$ cat src/rtl/request_pending_unit_pkg.sv
// request_pending_unit_pkg: shared widths, FSM state type and one-hot clear helper
package request_pending_unit_pkg;
  localparam int REQ_W = 4;
  localparam int IDX_W = 2;
  typedef enum logic {IDLE, GRANT} state_e;
  function automatic logic [REQ_W-1:0] onehot(input logic [IDX_W-1:0] idx);
    return REQ_W'(1) << idx;
  endfunction
endpackage

$ cat src/rtl/request_pending_unit_if.sv
// request_pending_unit_if: request, encoder feedback and grant/ack signals
interface request_pending_unit_if;
  import request_pending_unit_pkg::*;
  logic [REQ_W-1:0] R;
  logic             X;
  logic             Y;
  logic             V;
  logic [REQ_W-1:0] D;
  logic             G;
  logic [IDX_W-1:0] GI;
  logic             A;
  logic             OVF;
  logic [3:0]       CNT;
  modport master (input R, X, Y, V, A, output D, G, GI, OVF, CNT);
  modport slave  (output R, X, Y, V, A, input D, G, GI, OVF, CNT);
endinterface

$ cat src/rtl/request_pending_unit_rise_detect.sv
// rise_detect: registers the raw lines and flags 0->1 transitions
module rise_detect #(
  parameter int width = 4
) (
  input  logic             clk,
  input  logic             rst,
  input  logic [width-1:0] R,
  output logic [width-1:0] rise
);
  logic [width-1:0] r_q;
  always_ff @(posedge clk) r_q <= rst ? '0 : R;
  assign rise = R & ~r_q;
endmodule

$ cat src/rtl/request_pending_unit.sv
// request_pending_unit: sticky pending vector feeding the encoder, grant/ack FSM and service counter
module request_pending_unit
  import request_pending_unit_pkg::*;
#(
  parameter int HOLD_CYCLES = 2
) (
  input logic clk,
  input logic rst,
  request_pending_unit_if.master bus
);
  logic [REQ_W-1:0] rise, clr, d_q, d_d;
  logic [IDX_W-1:0] gi_q;
  logic [3:0]       hold_q, cnt_q;
  logic             ovf_q, accept;
  state_e           state_q;
  rise_detect #(.width(REQ_W)) u_rise (.clk(clk), .rst(rst), .R(bus.R), .rise(rise));
  assign accept = (state_q == GRANT) && bus.A && (hold_q == '0);
  assign clr    = accept ? onehot(gi_q) : '0;
  // a new edge on a bit being cleared re-arms it rather than overrunning
  assign d_d    = (d_q & ~clr) | rise;
  always_ff @(posedge clk) begin
    if (rst) begin
      d_q     <= '0;
      gi_q    <= '0;
      hold_q  <= '0;
      cnt_q   <= '0;
      ovf_q   <= 1'b0;
      state_q <= IDLE;
    end else begin
      d_q   <= d_d;
      ovf_q <= ovf_q | (|(rise & d_q & ~clr));
      if (state_q == IDLE) begin
        if (bus.V) begin
          gi_q    <= {bus.X, bus.Y};
          hold_q  <= 4'(HOLD_CYCLES - 1);
          state_q <= GRANT;
        end
      end else if (accept) begin
        cnt_q   <= cnt_q + 4'd1;
        state_q <= IDLE;
      end else if (hold_q != '0) begin
        hold_q <= hold_q - 4'd1;
      end
    end
  end
  assign bus.D   = d_q;
  assign bus.G   = (state_q == GRANT);
  assign bus.GI  = gi_q;
  assign bus.OVF = ovf_q;
  assign bus.CNT = cnt_q;
endmodule

$ cat src/flat_wrapper.sv
// flat-port wrapper written by rule: the top's interface ports become plain ports
module request_pending_unit_flat import request_pending_unit_pkg::*;
#(
  parameter int HOLD_CYCLES = 2
)
  (clk, rst, bus_R, bus_X, bus_Y, bus_V, bus_A, bus_D, bus_G, bus_GI, bus_OVF, bus_CNT);
  request_pending_unit_if bus_i ();
  input logic clk;
  input logic rst;
  input wire logic [$bits(bus_i.R)-1:0] bus_R;
  input wire logic [$bits(bus_i.X)-1:0] bus_X;
  input wire logic [$bits(bus_i.Y)-1:0] bus_Y;
  input wire logic [$bits(bus_i.V)-1:0] bus_V;
  input wire logic [$bits(bus_i.A)-1:0] bus_A;
  output wire logic [$bits(bus_i.D)-1:0] bus_D;
  output wire logic [$bits(bus_i.G)-1:0] bus_G;
  output wire logic [$bits(bus_i.GI)-1:0] bus_GI;
  output wire logic [$bits(bus_i.OVF)-1:0] bus_OVF;
  output wire logic [$bits(bus_i.CNT)-1:0] bus_CNT;
  assign bus_i.R = bus_R;
  assign bus_i.X = bus_X;
  assign bus_i.Y = bus_Y;
  assign bus_i.V = bus_V;
  assign bus_i.A = bus_A;
  assign bus_D = bus_i.D;
  assign bus_G = bus_i.G;
  assign bus_GI = bus_i.GI;
  assign bus_OVF = bus_i.OVF;
  assign bus_CNT = bus_i.CNT;
  request_pending_unit #(.HOLD_CYCLES(HOLD_CYCLES)) u_core (.clk(clk), .rst(rst), .bus(bus_i));
endmodule
$ cat config.mk
export PLATFORM = sky130hd
export DESIGN_NAME = request_pending_unit_flat
export DESIGN_NICKNAME = d
export VERILOG_FILES = /design/src/rtl/request_pending_unit_pkg.sv /design/src/rtl/request_pending_unit_if.sv /design/src/rtl/request_pending_unit_rise_detect.sv /design/src/rtl/request_pending_unit.sv /design/src/flat_wrapper.sv
export SDC_FILE = /design/constraint.sdc
export NUM_CORES = 1
export LEC_CHECK = 0
export ABC_AREA = 1
export CAP_MARGIN = 20
export CORE_MARGIN = 4
export CORE_UTILIZATION = 63
export CTS_BUF_LIST = sky130_fd_sc_hd__clkbuf_4 sky130_fd_sc_hd__clkbuf_8 sky130_fd_sc_hd__clkbuf_16
export DETAILED_ROUTE_END_ITERATION = 10
export DONT_BUFFER_PORTS = 1
export PLACE_DENSITY = 0.88
export SLEW_MARGIN = 20
export SYNTH_ARGS = -nofsm -noshare
export SYNTH_HDL_FRONTEND = slang
export SYNTH_SLANG_ARGS = --single-unit
$ cat constraint.sdc
create_clock -name clk -period 3.7 [get_ports clk]
set_input_delay 0.37 -clock clk [delete_from_list [all_inputs] [get_ports clk]]
set_output_delay 0.37 -clock clk [all_outputs]
set_load 0.005 [all_outputs]
Word-level counts from Yosys, hierarchy flattened
Index checks and enable logic that the tools add are counted.

word-level totals
  output and inout port bits = 12
  register bits after elaboration = 20
  bits of input ports = 10

cells by class
  reductions and logical operators = 9
  $add $sub $neg = 2
  mux-type cells = 8
  bitwise operators = 9
  eq/ne operators = 2
  shift-type cells = 1

operators with widths
  cell                                                                number
  4-bit 2-to-1 mux                                                    5
  4-bit bitwise AND                                                   4
  4-bit inverter                                                      2
  4-bit by 1-bit adder with 4-bit output, second input constant       1
  4-bit logical NOT                                                   1
  2-bit != test, second input constant                                2
  4-bit OR                                                            1
  2-bit AND reduction                                                 2
  4-bit nonzero test                                                  1
  4-bit OR reduction                                                  1
  1-bit by 2-bit left shift with 4-bit output, first input constant   1
  4-bit by 1-bit subtractor with 4-bit output, second input constant  1
  1-bit 2-to-1 mux                                                    3
  3-bit AND reduction                                                 1
  1-bit logical AND                                                   2
  2-bit nonzero test                                                  1
  1-bit inverter                                                      1
  1-bit OR                                                            1

Longest topological paths before layout
Gate-level depths: netlist of run 1.

  depth after elaboration = 7
  depth in mapped cells = 9
  gate-level depth less buffers = 9

Hierarchy
From an unflattened synthesis of run 1, not the netlist that was laid out.

unflattened totals
  cells, all modules = 119
  area, all modules = 855.8 um2

modules (own cells, without submodules)
  module                cells each  instances  area each (um2)
  request_pending_unit  103         1          730.7
  rise_detect           16          1          125.1

Worst setup path after synthesis of run 1
Ideal clock, no wire load.

  kind = register to register
  start = register u_core.hold_q[0]
  end = register u_core.hold_q[2]
  buffers on the path = 0
  slack = 2.476 ns
  arrival time = 1.105 ns
  stages on the path, launching flop included = 9
  path through = dfxtp_1 inv_1 ha_1 nand3_2 nand2_1 nand2_2 nand2_1 o21ai_0 a21oi_1

on the way
  cells in the longest elaborated chain, start to end = 4
  elaborated cells on any way between the ends = 10
  those cells by class = 1 x add/sub; 2 x eq/ne; 3 x mux; 4 x reduce/logical

RTL lines
  item                                                                                     RTL line                                                RTL
  start, declared                                                                          request_pending_unit.sv:13                              logic [3:0] hold_q, cnt_q;
  start signal, assigned                                                                   request_pending_unit.sv:35                              hold_q <= 4'(HOLD_CYCLES - 1);
  start signal, assigned                                                                   request_pending_unit.sv:42                              hold_q <= hold_q - 4'd1;
  4-bit by 1-bit subtractor with 4-bit output / 4-bit logical NOT (equally long branches)  request_pending_unit.sv:42, request_pending_unit.sv:17
  4-bit 2-to-1 mux / 1-bit logical AND (equally long branches)                             request_pending_unit.sv:41, request_pending_unit.sv:17
  4-bit 2-to-1 mux / 2-bit != test (equally long branches)                                 --
  4-bit 2-to-1 mux / 3-bit AND reduction (equally long branches)                           --

Parallel ways exist; a longest one is shown, timed or not. The select of a mux whose other input is x is not followed.
A chain may end at the register's enable or synchronous reset.

Final worst setup path of run 1
Same ends and word-level chain as after synthesis.

==> flow_summary.toml, run 1 <==
[status]
outcome = "finished clean"

[sta]
setup_viol = 0
final-max-slew-violation-count = 0
clock_skew_ps = 3.76
tns_ps = 0
setup_slack_ps = 2330
hold_viol = 0
period_needed_ps = 1370
fin_crit_sh = 0.371
slew_headroom = 0.865
fmax_mhz = 729
rsz0062_at_grt = "no"
tightest_slew_ps = 202

[global_route]
gr-total-overflow = 0
grt_max_degree = 16
antenna_found_initial = 0
grt_pass1_wl_mm = 2.62
grtUsageTotal = 0.189
grt_pass1_vias = 628

[logic_synthesis]
synth_cells = 119
syn_avg_cell_area_sq_um = 7.24
yosys_warnings = 0
seq_area_frac_synth = 0.464
synth_common_cells = "nand2_1, dfxtp_1, inv_1"
yosysUniqueCellTypes = 20
synth_area_leader_cell = "dfxtp_1"
ys.flop_type = "dfxtp_1"
synthesis.nets = 131
async_flop_share = 0
syn_area_sq_um = 862
ys_ff_latch = 20
synth_enable_flop_cells = 0
netlist_top_cells_area = "dfxtp_1, nand2_1, inv_1, nor2_1, a21oi_1"
synth_top_area_share = 0.464
yosysMostFrequentCell = "nand2_1"

[clocking]
cts_buffer_depth = 2
cts_tree = "done"
cts_buffers = 3
insertion_delay_ps = 300
post_cts_resized = 0
cts_setup_buffers = 0
clkSlewWorstSetupHoldPaths_ps = 110
clkSinkCount = 20
cts.root.buffer_cell = "clkbuf_4"
htreeDepth = 1
hold_buffers = 0

[min_path]
worstHoldPathCells = 1
hold_end = "u_core.bus.D[3]$_SDFF_PP0_"
hold_path_class = "input pin to register"
hold_start = "rst"

[finish]
fin_nets = 135
fillers = 108
multiInputGateArea_sq_um = 379
drive_gt1_frac = 0.115
layout.area.seq_sq_um = 400
area_delta_synth_final_pct = 5.95
antenna_cells = 0

[place]
hpwl_mm = 1.17
port_buffers = 0
post-place-ws_ps = 2340
routabilityCongestion = 0.877

[floorplan]
die_x_microns = 45.0
die_area_sq_um = 2020
initial_core_util = 0.663
std_cell_rows = 13
core-area_sq_um = 1300
die_h_microns = 45.0
io_pins = 22

[critical_path]
cp_max_fo = 4
reg2reg_to = "u_core.hold_q[2]$_SDFFE_PP0P_"
path_buf_inv = 1
cp.required_ps = 3900
rrSetupSlack_ps = 2330
end_kind = "register"
cpPeakStageDelay_ps = 370
critPathTopFamily = "simple AND/OR/NAND/NOR gates"
r2r-start = "u_core.hold_q[0]$_SDFFE_PP0P_"
critical_path_class = "register to register"
worstPathCellList = "inv_1 -> ha_1 -> nand3_2 -> nand2_1 -> nand2_2 -> nand2_1 -> o21ai_0 -> a21oi_1"
crit_arrival_ps = 1570
cp-start-kind = "register"
crit_slowest_cell = "dfxtp_1"
reg2reg_depth = 8
crit_top_cell = "nand2_1"

[power_and_ir_drop]
ir_drop_mv = 0.323
powerDensity_nw_per_um2 = 487
leakage_uw = 0.000436
power_uw = 444

[route]
ant_nets = 0
wirelength_mm = 1.61
avgViaCountPerCell = 5.19
firstDrtPassIters = 4
routedWlPerCell_microns = 11.8
first_iter_violations = 15
drc = 0
vias = 711

[run]
maxCapViolCount = 0
-- routing by layer --
metal	global-route usage	wire length, microns	up-vias
li1	-	-	375
met1	0.188	633	312
met2	0.305	832	20
met3	0.0797	102	4
met4	0.152	45	0
met5	0	0	-
-- logic make-up (layout without fill, tap and decap cells) --
logic type / after synthesis / count (layout) / share of synthesized area
buf+inv: 22 / 25 / 0.0958
compound gates: 22 / 22 / 0.135
flops: 20 / 20 / 0.464
fa+ha+maj: 2 / 2 / 0.0290
simple gates: 53 / 53 / 0.276
-- placed cells by master, fill, tap and decap left out, types with 2 or more instances in the layout --
cell type / Yosys / layout
nand2_1: 21 / 21
inv_1: 20 / 20
dfxtp_1: 20 / 20
nor2_1: 18 / 18
a21oi_1: 13 / 13
o21ai_0: 5 / 5
or2_2: 4 / 4
nand3_1: 3 / 3
clkbuf_4: 0 / 3
nand2_2: 2 / 2
nor3_1: 2 / 2
ha_1: 2 / 2
-- sequential cells by signal (all words and copies together) (netlist names) --
register	cells
u_core.bus.CNT	4
u_core.bus.D	4
u_core.hold_q	4
u_core.u_rise.r_q	4
u_core.bus.GI	2
u_core.bus.G	1
u_core.bus.OVF	1
-- report_power, final --
part	switching [uW]	internal, uW
registers	15.5	233
clock network	66.1	60.0
logic	43.0	27.0
-- worst reg2reg max path: stages (launching register included) --
cell and delay [ps]:
dfxtp_1 370, inv_1 70, ha_1 230, nand3_2 110, nand2_1 100, nand2_2 110, nand2_1 70, o21ai_0 150
a21oi_1 60
-- through the flow --
step	utilization	area (sq um)	instances	hold WS, ps
after detailed placement	0.674	877	133	443
final	0.702	913	137	122
after floorplan	-	862	119	439
after global routing	0.702	913	137	106
after CTS	0.702	913	137	118
after global placement	0.674	877	133	442
-- layout make-up --
type / instances / share of cell area
flip-flops and latches: 20 / 0.438
well taps: 15 / 0.0205
clock buffers: 4 / 0.0397
inverters: 21 / 0.0863
multi-input cells: 77 / 0.415
-- how the worst max path moves through the flow --
stage | cells past startpoint | end | from
after detailed placement | 9 | u_core.bus.OVF$_SDFF_PP0_ | u_core.hold_q[0]$_SDFFE_PP0P_
after global routing | 8 | u_core.hold_q[2]$_SDFFE_PP0P_ | u_core.hold_q[0]$_SDFFE_PP0P_
after global placement | 9 | u_core.bus.OVF$_SDFF_PP0_ | u_core.hold_q[0]$_SDFFE_PP0P_
final | 8 | u_core.hold_q[2]$_SDFFE_PP0P_ | u_core.hold_q[0]$_SDFFE_PP0P_
after CTS | 9 | u_core.bus.OVF$_SDFF_PP0_ | u_core.hold_q[0]$_SDFFE_PP0P_
after floorplan | 8 | u_core.hold_q[2]$_SDFFE_PP0P_ | u_core.hold_q[0]$_SDFFE_PP0P_
(Power assumes the default switching activity.)
==> run 2: changes to the inputs <==
--- a/config.mk
+++ b/config.mk
@@ -8,11 +8,11 @@
 export ABC_AREA = 1
 export CAP_MARGIN = 20
 export CORE_MARGIN = 4
-export CORE_UTILIZATION = 63
+export CORE_UTILIZATION = 58
 export CTS_BUF_LIST = sky130_fd_sc_hd__clkbuf_4 sky130_fd_sc_hd__clkbuf_8 sky130_fd_sc_hd__clkbuf_16
 export DETAILED_ROUTE_END_ITERATION = 10
 export DONT_BUFFER_PORTS = 1
-export PLACE_DENSITY = 0.88
+export PLACE_DENSITY = 0.83
 export SLEW_MARGIN = 20
 export SYNTH_ARGS = -nofsm -noshare
 export SYNTH_HDL_FRONTEND = slang
==> constraint.sdc (replaced) <==
create_clock -name clk -period 1.3 [get_ports clk]
set_input_delay 0.13 -clock clk [delete_from_list [all_inputs] [get_ports clk]]
set_output_delay 0.13 -clock clk [all_outputs]
set_load 0.005 [all_outputs]
==> flow_summary.toml, run 2 (same netlist as run 1, synthesis figures left out) <==
[power_and_ir_drop]
p_seq_frac = 0.540
p_comb_frac = 0.191
ir_drop_mv = 0.682
leakage_uw = 0.000483
switching_share = 0.280
cellInternalPower_uw = 943
p_switching_uw = 367
clkPwrFrac = 0.269
powerDensity_nw_per_um2 = 1290

[critical_path]
crit_slowest_cell = "dfxtp_2"
cp-start-kind = "register"
cp_max_fo = 5
end_kind = "register"
critical_path_class = "register to register"
cp.required_ps = 1500
crit_arrival_ps = 1440
worstPathCellList = "inv_2 -> ha_4 -> nand3_2 -> nor2_4 -> nand2_1 -> nand2_1 -> nand3_1 -> nor2_1 -> nor2_1"
reg2reg_depth = 9
r2r-start = "u_core.hold_q[1]$_SDFFE_PP0P_"
cpPeakStageDelay_ps = 340
rrSetupSlack_ps = 60
reg2reg_to = "u_core.bus.OVF$_SDFF_PP0_"

[run]
maxCapViolCount = 0

[sta]
fin_crit_sh = 0.955
setup_viol = 0
final-max-slew-violation-count = 0
slew_headroom = 0.856
rsz0062_at_grt = "yes"
period_needed_ps = 1240
fmax_mhz = 805
tightest_slew_ps = 215
whs_ps = -109
clock_skew_ps = 7.40
hold_viol = 9

[floorplan]
io_pins = 22
core-area_sq_um = 1350
die_x_microns = 46.6
std_cell_rows = 13
die_area_sq_um = 2170
initial_core_util = 0.639
die_h_microns = 46.6

[finish]
mostFrequentLayoutCells = "dfxtp_1, inv_1, nand2_1, nor2_1, a21oi_1"
area_delta_synth_final_pct = 18.0
instances_no_fill = 145
layout_commonest_cell = "dfxtp_1"
fin_util = 0.753
fin_nets = 143
drive_gt1_frac = 0.208
antenna_cells = 0

[route]
vias = 742
routedWlPerCell_microns = 11.5
avgViaCountPerCell = 5.12
firstDrtPassIters = 4
first_iter_violations = 9
ant_nets = 0
drc = 0
wirelength_mm = 1.67

[clocking]
cts.root.buffer_cell = "clkbuf_4"
cts_buffer_depth = 2
clkSinkCount = 20
cts_buffers = 3
hold_buffers = 5
htreeDepth = 1
clkSlewWorstSetupHoldPaths_ps = 110
insertion_delay_ps = 300
cts_tree = "done"

[global_route]
gr-total-overflow = 0
antenna_found_initial = 0
grtUsageTotal = 0.189
grt_pass1_wl_mm = 2.84
grt_pass1_vias = 685
grt_max_degree = 16

[status]
outcome = "complete, but fails checks"
violations = "hold timing"

[place]
routabilityCongestion = 0.850
port_buffers = 0
dpl.cell_count = 135
hpwl_mm = 1.20

[min_path]
worstHoldPathCells = 1
hold_path_class = "input pin to register"
hold_start = "rst"
hold_end = "u_core.bus.CNT[2]$_SDFFE_PP0P_"
run 2: changes by cell type in the layout (fill, tap and decap cells not counted), moves of 2 or more:
cell	previous run	this run
dlygate4sd3_1	0	5
buf_4	0	3
nand2_1	21	18
nand2_2	2	5
inv_1	20	18
inv_2	1	3
nor2_1	18	16
nor2_2	0	2
run 2: layout make-up:
class | count | area [sq um]
clock buffer | 4 | 36.3
fill | 107 | 333
inverter | 21 | 78.8
multi-input combinational | 77 | 409
sequential | 20 | 402
tap | 15 | 18.8
timing repair buffer | 8 | 72.6
run 2: through the flow:
| stage | instance area [sq um] | setup slack (ps) | total power (uW) | TNS, ps |
|---|---|---|---|---|
| after CTS | 992 | 1.41 | 1300 | 0 |
| after global routing | 1020 | -6.58 | 1400 | -10.2 |
| after floorplan | 862 | 75.5 | 881 | 0 |
| after global placement | 892 | 36.8 | 916 | 0 |
| final | 1020 | 57.9 | 1310 | 0 |
| after detailed placement | 892 | -6.49 | 928 | -6.49 |
run 2: what timing repair did:
item	4_1_cts	5_1_grt
gates cloned	0	0
pin swaps	4	1
endpoints found under the setup margin	3	8
gates resized for setup	4	7
buffers inserted	1	0
endpoints found under the hold margin	15	10
run 2: layer usage:
metal  up-vias  share of wire  track usage
met5         -              0            0
met4         0          0.024        0.102
met3         7          0.057       0.0469
met2        22           0.51        0.330
met1       321           0.41        0.204
li1        392              -            -
run 2: how the worst max path moves through the flow:
stage	startpoint	endpoint	slack, ps	cells after the start
2_1_floorplan	u_core.hold_q[0]$_SDFFE_PP0P_	u_core.hold_q[2]$_SDFFE_PP0P_	80	8
3_5_place_dp	u_core.hold_q[0]$_SDFFE_PP0P_	u_core.hold_q[2]$_SDFFE_PP0P_	-6	8
4_1_cts	u_core.hold_q[0]$_SDFFE_PP0P_	u_core.bus.OVF$_SDFF_PP0_	1	9
5_1_grt	u_core.hold_q[0]$_SDFFE_PP0P_	u_core.hold_q[2]$_SDFFE_PP0P_	-7	8
3_3_place_gp	u_core.hold_q[0]$_SDFFE_PP0P_	u_core.bus.OVF$_SDFF_PP0_	40	9
6_report	u_core.hold_q[1]$_SDFFE_PP0P_	u_core.bus.OVF$_SDFF_PP0_	60	9
run 2: power groups by stage:
stage	Clock (uW)	Sequential [uW]	Combinational [uW]
finish	352	708	250
global route	396	716	283
floorplan	0	710	171
global placement	0	717	199
CTS	362	707	226
detailed placement	0	720	208
run 2: worst max-delay path, delay by kind of cell (launching register included):
family                   cells  cell delay (ps)
flip-flops                   1              340
buffers and inverters        1               70
adder cells (fa/ha/maj)      1              150
AND/OR/NAND/NOR              7              590
